$ cat config.mk
export PLATFORM = sky130hd
export DESIGN_NAME = vga_line_fetch
export DESIGN_NICKNAME = d
export VERILOG_FILES = /design/src/rtl/vga_line_fetch.sv
export SDC_FILE = /design/constraint.sdc
export NUM_CORES = 2
export LEC_CHECK = 0
export CAP_MARGIN = 20
export CORE_UTILIZATION = 55
export CTS_CLUSTER_SIZE = 25
export DETAILED_ROUTE_END_ITERATION = 16
export PLACE_DENSITY_LB_ADDON = 0.05
export RECOVER_POWER = 100
export SYNTH_ARGS = -nofsm -noshare
export SYNTH_HDL_FRONTEND = slang
export SYNTH_SLANG_ARGS = --single-unit
$ cat constraint.sdc
create_clock -name clk -period 7.3 [get_ports clk]
set_clock_uncertainty 0.1 [all_clocks]
set_input_delay 1.095 -clock clk [delete_from_list [all_inputs] [get_ports clk]]
set_output_delay 1.095 -clock clk [all_outputs]
set_load 0.005 [all_outputs]
$ cat src/rtl/vga_line_fetch.sv
// VGA raster timing plus 32-pixel group prefetch: requests groups from the memory
// map into a ping-pong buffer and serialises them to the DAC with aligned syncs.
module vga_line_fetch #(
  parameter int H_ACTIVE = 640,
  parameter int H_FP     = 16,
  parameter int H_SYNC   = 96,
  parameter int H_BP     = 48,
  parameter int V_ACTIVE = 480,
  parameter int V_FP     = 10,
  parameter int V_SYNC   = 2,
  parameter int V_BP     = 33
) (
  input  logic              clk,
  input  logic              rst,
  input  logic              clk_stb_pix,
  input  logic [31:0][11:0] vga_bgr_buf,
  input  logic              buf_valid,
  output logic              vga_en,
  output logic [4:0]        vga_x_group,
  output logic [8:0]        vga_y_val,
  output logic              vga_vblank,
  output logic              hsync_n,
  output logic              vsync_n,
  output logic [11:0]       bgr,
  output logic [7:0]        underrun_cnt
);

  localparam int HT = H_ACTIVE + H_FP + H_SYNC + H_BP;
  localparam int VT = V_ACTIVE + V_FP + V_SYNC + V_BP;
  localparam int HW = $clog2(HT + 1);
  localparam int VW = $clog2(VT + 1);

  localparam logic [HW-1:0] H_ACT  = HW'(H_ACTIVE);
  localparam logic [HW-1:0] H_LAST = HW'(HT - 1);
  localparam logic [HW-1:0] HS_BEG = HW'(H_ACTIVE + H_FP);
  localparam logic [HW-1:0] HS_END = HW'(H_ACTIVE + H_FP + H_SYNC);
  localparam logic [VW-1:0] V_ACT  = VW'(V_ACTIVE);
  localparam logic [VW-1:0] V_LAST = VW'(VT - 1);
  localparam logic [VW-1:0] VS_BEG = VW'(V_ACTIVE + V_FP);
  localparam logic [VW-1:0] VS_END = VW'(V_ACTIVE + V_FP + V_SYNC);
  localparam logic [4:0]    G_LAST = 5'(H_ACTIVE / 32 - 1);
  localparam logic [8:0]    Y_LAST = 9'(V_ACTIVE - 1);

  typedef enum logic {F_IDLE = 1'b0, F_REQ = 1'b1} fetch_state_e;

  logic [HW-1:0]     h_q, h_d;
  logic [VW-1:0]     v_q, v_d;
  logic              hsync_q, hsync_d, vsync_q, vsync_d, vblank_q, vblank_d;
  logic [11:0]       bgr_q, bgr_d;
  logic [31:0][11:0] front_q, front_d, back_q, back_d;
  logic              back_full_q, back_full_d, stale_q, stale_d;
  logic [4:0]        fg_q, fg_d, xg_q, xg_d;
  logic [8:0]        fy_q, fy_d, yv_q, yv_d;
  logic              en_q, en_d;
  logic [7:0]        ucnt_q, ucnt_d;
  fetch_state_e      st_q, st_d;
  logic              swap, take;
  logic [4:0]        g_nxt;

  function automatic logic [13:0] next_ptr(input logic [4:0] g, input logic [8:0] y);
    if (g == G_LAST) return {5'd0, (y == Y_LAST) ? 9'd0 : y + 9'd1};
    return {g + 5'd1, y};
  endfunction

  always_comb begin
    h_d = h_q;  v_d = v_q;
    hsync_d = hsync_q;  vsync_d = vsync_q;  vblank_d = vblank_q;  bgr_d = bgr_q;
    front_d = front_q;  back_d = back_q;  back_full_d = back_full_q;  stale_d = stale_q;
    fg_d = fg_q;  fy_d = fy_q;  st_d = st_q;  en_d = en_q;  xg_d = xg_q;  yv_d = yv_q;
    ucnt_d = ucnt_q;
    swap = 1'b0;  take = 1'b0;  g_nxt = '0;

    if (clk_stb_pix) begin
      if (h_q == H_LAST) begin
        h_d = '0;
        v_d = (v_q == V_LAST) ? '0 : v_q + 1'b1;
      end else begin
        h_d = h_q + 1'b1;
      end
      hsync_d  = !((h_q >= HS_BEG) && (h_q < HS_END));
      vsync_d  = !((v_q >= VS_BEG) && (v_q < VS_END));
      vblank_d = (v_q >= V_ACT);
      bgr_d    = ((h_q < H_ACT) && (v_q < V_ACT)) ? front_q[h_q[4:0]] : '0;
      g_nxt    = 5'(h_d >> 5);
      swap     = (h_d[4:0] == 5'd0) && (h_d < H_ACT) && (v_d < V_ACT);
    end

    take = (st_q == F_REQ) && buf_valid && !stale_q;
    if ((st_q == F_REQ) && buf_valid) begin
      en_d    = 1'b0;
      st_d    = F_IDLE;
      stale_d = 1'b0;
      if (!stale_q) {fg_d, fy_d} = next_ptr(fg_q, fy_q);
    end

    // A request only exists while back is empty, so take never coincides with back_full.
    if (swap) begin
      if (back_full_q) begin
        front_d     = back_q;
        back_full_d = 1'b0;
      end else if (take) begin
        front_d = vga_bgr_buf;
      end else begin
        front_d      = '0;
        ucnt_d       = (ucnt_q == 8'hFF) ? ucnt_q : ucnt_q + 8'd1;
        {fg_d, fy_d} = next_ptr(g_nxt, 9'(v_d));
        if ((st_q == F_REQ) && !buf_valid) stale_d = 1'b1;
      end
    end else if (take) begin
      back_d      = vga_bgr_buf;
      back_full_d = 1'b1;
    end

    // Issue from the post-underrun pointer so a same-cycle skip never fetches a dead group.
    if ((st_q == F_IDLE) && !back_full_q) begin
      st_d = F_REQ;
      en_d = 1'b1;
      xg_d = fg_d;
      yv_d = fy_d;
    end
  end

  always_ff @(posedge clk or negedge rst) begin
    if (!rst) begin
      h_q         <= '0;
      v_q         <= V_ACT;
      hsync_q     <= 1'b1;
      vsync_q     <= 1'b1;
      vblank_q    <= 1'b1;
      bgr_q       <= '0;
      front_q     <= '0;
      back_q      <= '0;
      back_full_q <= 1'b0;
      stale_q     <= 1'b0;
      fg_q        <= '0;
      fy_q        <= '0;
      st_q        <= F_IDLE;
      en_q        <= 1'b0;
      xg_q        <= '0;
      yv_q        <= '0;
      ucnt_q      <= '0;
    end else begin
      h_q         <= h_d;
      v_q         <= v_d;
      hsync_q     <= hsync_d;
      vsync_q     <= vsync_d;
      vblank_q    <= vblank_d;
      bgr_q       <= bgr_d;
      front_q     <= front_d;
      back_q      <= back_d;
      back_full_q <= back_full_d;
      stale_q     <= stale_d;
      fg_q        <= fg_d;
      fy_q        <= fy_d;
      st_q        <= st_d;
      en_q        <= en_d;
      xg_q        <= xg_d;
      yv_q        <= yv_d;
      ucnt_q      <= ucnt_d;
    end
  end

  assign vga_en       = en_q;
  assign vga_x_group  = xg_q;
  assign vga_y_val    = yv_q;
  assign vga_vblank   = vblank_q;
  assign hsync_n      = hsync_q;
  assign vsync_n      = vsync_q;
  assign bgr          = bgr_q;
  assign underrun_cnt = ucnt_q;

endmodule

==> flow_summary.toml <==
[run_status]
outcome = "complete, but fails checks"
violated_checks = "capacitance limit, slew limit"

[floorplanning]
dieWidth_um = 272
io_pins = 426
floorplan.initialDensity_pct = 55.7
die_h_um = 272
core_area_um2 = 71700
fp-row-count = 98
dieArea_um2 = 73800

[cells_and_area]
syn_to_final_growth_pct = 18.5
final_nets = 4398
final-instance-count-excl-fill = 5026
filler_cell_count = 5744
share_of_final_layout_standard_cells_stronger_than_drive_strength_1_pct = 6.58

[yosys]
synth-seq-cells = 842
synth_enable_flop_cells = 0
synth_largest_area_cell = "sky130_fd_sc_hd__dfrtp_1"
syn-cell-area_um2 = 40000
synth_common_cells = "835 x sky130_fd_sc_hd__dfrtp_1, 462 x sky130_fd_sc_hd__nand2_1, 425 x sky130_fd_sc_hd__a21oi_1"
synth-async-reset-ratio_pct = 100
post_synth_main_area_contributors = "sky130_fd_sc_hd__dfrtp_1 52%, sky130_fd_sc_hd__mux2_1 11%, sky130_fd_sc_hd__and3_1 6.2%"
synth.most_common_cell = "sky130_fd_sc_hd__dfrtp_1"
synth.yosys.warnings = 0
yosysUniqueCellTypes = 70
synthesis.instances = 3768
ys_seq_area_share_pct = 52.7
syn_nets = 4167
post_synth.cell_area_avg_um2 = 10.6
synthFlopType = "sky130_fd_sc_hd__dfrtp_1"
yosysTopAreaCellShare_pct = 52.3

[timing]
achievable-frequency_mhz = 180
final_min_period_over_clock_period_pct = 76.0
clock_period_minus_worst_slack_ns = 5.55
setup_total_negative_slack_ns = 0
rsz_0062_raised_after_global_routing = "no"
final_hold_viol_count = 0
setup_violations = 0
final-max-slew-violation-count = 902
slew-limit-headroom_pct = -161
transition_time_of_the_tightest_slew_check_pin_ns = 3.92

[setup_path]
r2r.worst_path.cells = 8
cp_data_required_time_ns = 7.71
worst_setup_path_end_kind = "register"
cp_slowest_cell = "sky130_fd_sc_hd__clkbuf_1"
r2r_slack_ns = 1.88
critical_path_at_ns = 5.96
worstReg2RegStart = "h_q[0]"
crit-reg2reg-capture = "back_q[272]"
critical_path.startpoint = "clk_stb_pix"
cp-start-kind = "input port"
critical_path.endpoint = "vga_y_val[7]"
timing.critical_path.fanout_max = 35
critical_path.most_common_cell = "sky130_fd_sc_hd__nand2_1"
criticalPathCategory = "input port to register"
crit_path_cell_trace = "dlygate4sd3_1 -> clkbuf_1 -> nand2_1 -> nor4_1 -> nand2_1 -> o21ai_0 -> ha_1 -> and4b_1 -> nor4b_1 -> o31ai_2 -> mux2_2"
critical_path.max_stage_delay_ns = 1.10

[grt]
antenna_found_initial = 11
grt_pass1_wl_um = 175000
grt-ovfl-total = 0
grt_max_degree = 304
gr-usage-all-layers_pct = 30.5
grt_pass1_vias = 29500

[place]
port_buffers = 425
routability_congestion_estimate_from_global_placement = 0.884
numPlacedInstances = 4857
dpl.hpwl_um = 73000

[power]
power.combinational.fraction_pct = 33.4
irDropWorstVdd_mv = 0.270
switching_share_pct = 35.6
power_frac_clock_pct = 24.9
power.sequential.fraction_pct = 41.6
internal_power_mw = 12.3
power.density_nw_per_um2 = 403
cellLeakagePower_nw = 21.7
net-switching-power_mw = 6.79

[drt]
dr.first_iter.drc_count = 2880
drt-total-wl_um = 112000
detail_route.first_pass.iterations = 5
detail_route.vias_per_cell = 5.97
via_count = 30000
antenna_violating_nets_post_route = 0
detail_route.wl_per_cell_um = 22.3
drc = 0

[clock_network]
cts_buffer_depth = 3
cts.sinks = 842
holdBufCountCts = 0
post_cts_resized = 0
h-tree-depth = 3
cts_buffers = 90
cts.repair_timing.setup_buffer_count = 0
clk_root_buffer_cell = "sky130_fd_sc_hd__clkbuf_16"
tritoncts = "yes"
clk_latency_ns = 0.64
clk_pin_slew_worst_paths_ns = 0.06

[min_path]
min_from = "front_q[362]"
class_of_the_most_critical_hold_timing_path = "register to register"

[job]
cap_viol_max_count = 11
[kinds of logic (layout without fill, tap and decap cells)]
family | count (synthesis) | after routing | synth area share [%]
xor gates and xnor gates | 26 | 26 | 0.570
AOI/OAI and AO/OA | 1000 | 1000 | 13.5
muxes | 537 | 537 | 16.2
buffers and inverters | 348 | 651 | 3.99
DFF | 842 | 842 | 52.7
adders and majority gates | 11 | 11 | 0.344
and+or+nand+nor | 1004 | 1004 | 12.7
other | 0 | 5 | 0
[per-stage QoR]
stage / power (mW) / hold WS, ns / utilization [%] / setup WS, ns / area (µm²)
after global routing: 20.3 / 0.389 / 66.1 / 1.34 / 47400
after detailed placement: 14.5 / 0.365 / 61.9 / 2.43 / 44400
after global placement: 14.2 / 0.356 / 61.9 / 2.56 / 44400
final: 19.1 / 0.371 / 66.1 / 1.75 / 47400
after CTS: 19.3 / 0.378 / 66.2 / 2.65 / 47500
after floorplan: 12.0 / 0.344 / - / 3.52 / 40000
[routing by layer]
layer / up-vias / GRT usage (%) / wire length [µm] / part of all wire [%]
li1: 13900 / - / - / -
met1: 15000 / 44.6 / 49600 / 44
met2: 846 / 47.5 / 53100 / 47
met3: 168 / 3.93 / 6150 / 5.5
met4: 8 / 9.15 / 3030 / 2.7
met5: - / 0 / 50 / 0.045
[worst max-delay path: cells and delay by family]
kind / cells / cell delay, ns
AND/OR/NAND/NOR: 5 / 2.13
buffers and inverters: 2 / 1.63
AO/OA/AOI/OAI: 2 / 0.56
multiplexers: 1 / 0.28
adder cells (fa/ha/maj): 1 / 0.26
[area by class of cell]
cell class | instances | area, µm² | share of cell area [%]
clock inverter | 21 | 287 | 0.605
clock buffer | 143 | 2800 | 5.90
sequential | 842 | 21100 | 44.5
inverter | 27 | 109 | 0.230
timing repair buffer | 460 | 4650 | 9.80
multi-input combinational | 2578 | 17300 | 36.4
tap | 950 | 1190 | 2.51
antenna | 5 | 12.5 | 0.0264
[power groups by stage]
stage               Sequential, mW  Combinational [mW]  Clock, mW
finish                        7.95                6.39       4.76
global route                  8.22                7.03       5.01
CTS                           7.94                6.48       4.83
detailed placement            8.01                6.46          0
global placement              7.91                6.31          0
floorplan                     7.55                4.48          0
[cell usage in the layout, fill, tap and decap left out, types with 25 or more instances in the layout]
master,synthesis,layout
sky130_fd_sc_hd__dfrtp_1,835,832
sky130_fd_sc_hd__clkdlybuf4s50_1,0,385
sky130_fd_sc_hd__nand3_1,35,34
sky130_fd_sc_hd__clkbuf_16,0,95
sky130_fd_sc_hd__inv_1,26,26
sky130_fd_sc_hd__a221oi_1,27,27
sky130_fd_sc_hd__nand2_1,462,462
sky130_fd_sc_hd__mux2i_1,82,82
sky130_fd_sc_hd__o21ai_0,369,451
sky130_fd_sc_hd__a22oi_1,25,25
sky130_fd_sc_hd__nor2_1,35,34
sky130_fd_sc_hd__a21oi_1,425,426
sky130_fd_sc_hd__mux4_2,48,48
sky130_fd_sc_hd__dlygate4sd3_1,0,39
sky130_fd_sc_hd__mux2_1,385,385
sky130_fd_sc_hd__clkbuf_1,209,27
sky130_fd_sc_hd__and3_1,393,393
[registers in the layout (all words and copies together), names as in the netlist, named ones only]
name          flops
back_q          384
h_q              10
vga_vblank        1
underrun_cnt      8
back_full_q       1
front_q         384
vsync_n           1
v_q              10
bgr              12
vga_y_val         9
fy_q              9
st_q              1
hsync_n           1
fg_q              5
vga_x_group       5
[worst min-delay path by stage]
stage / depth (start not counted) / to / slack [ns]
5_1_grt: 2 / front_q[364] / 0.39
2_1_floorplan: 2 / front_q[180] / 0.34
4_1_cts: 2 / front_q[126] / 0.38
6_report: 2 / front_q[362] / 0.37
3_5_place_dp: 2 / front_q[321] / 0.36
3_3_place_gp: 2 / front_q[1] / 0.36
Note: power is estimated with default switching activity, not from simulation.
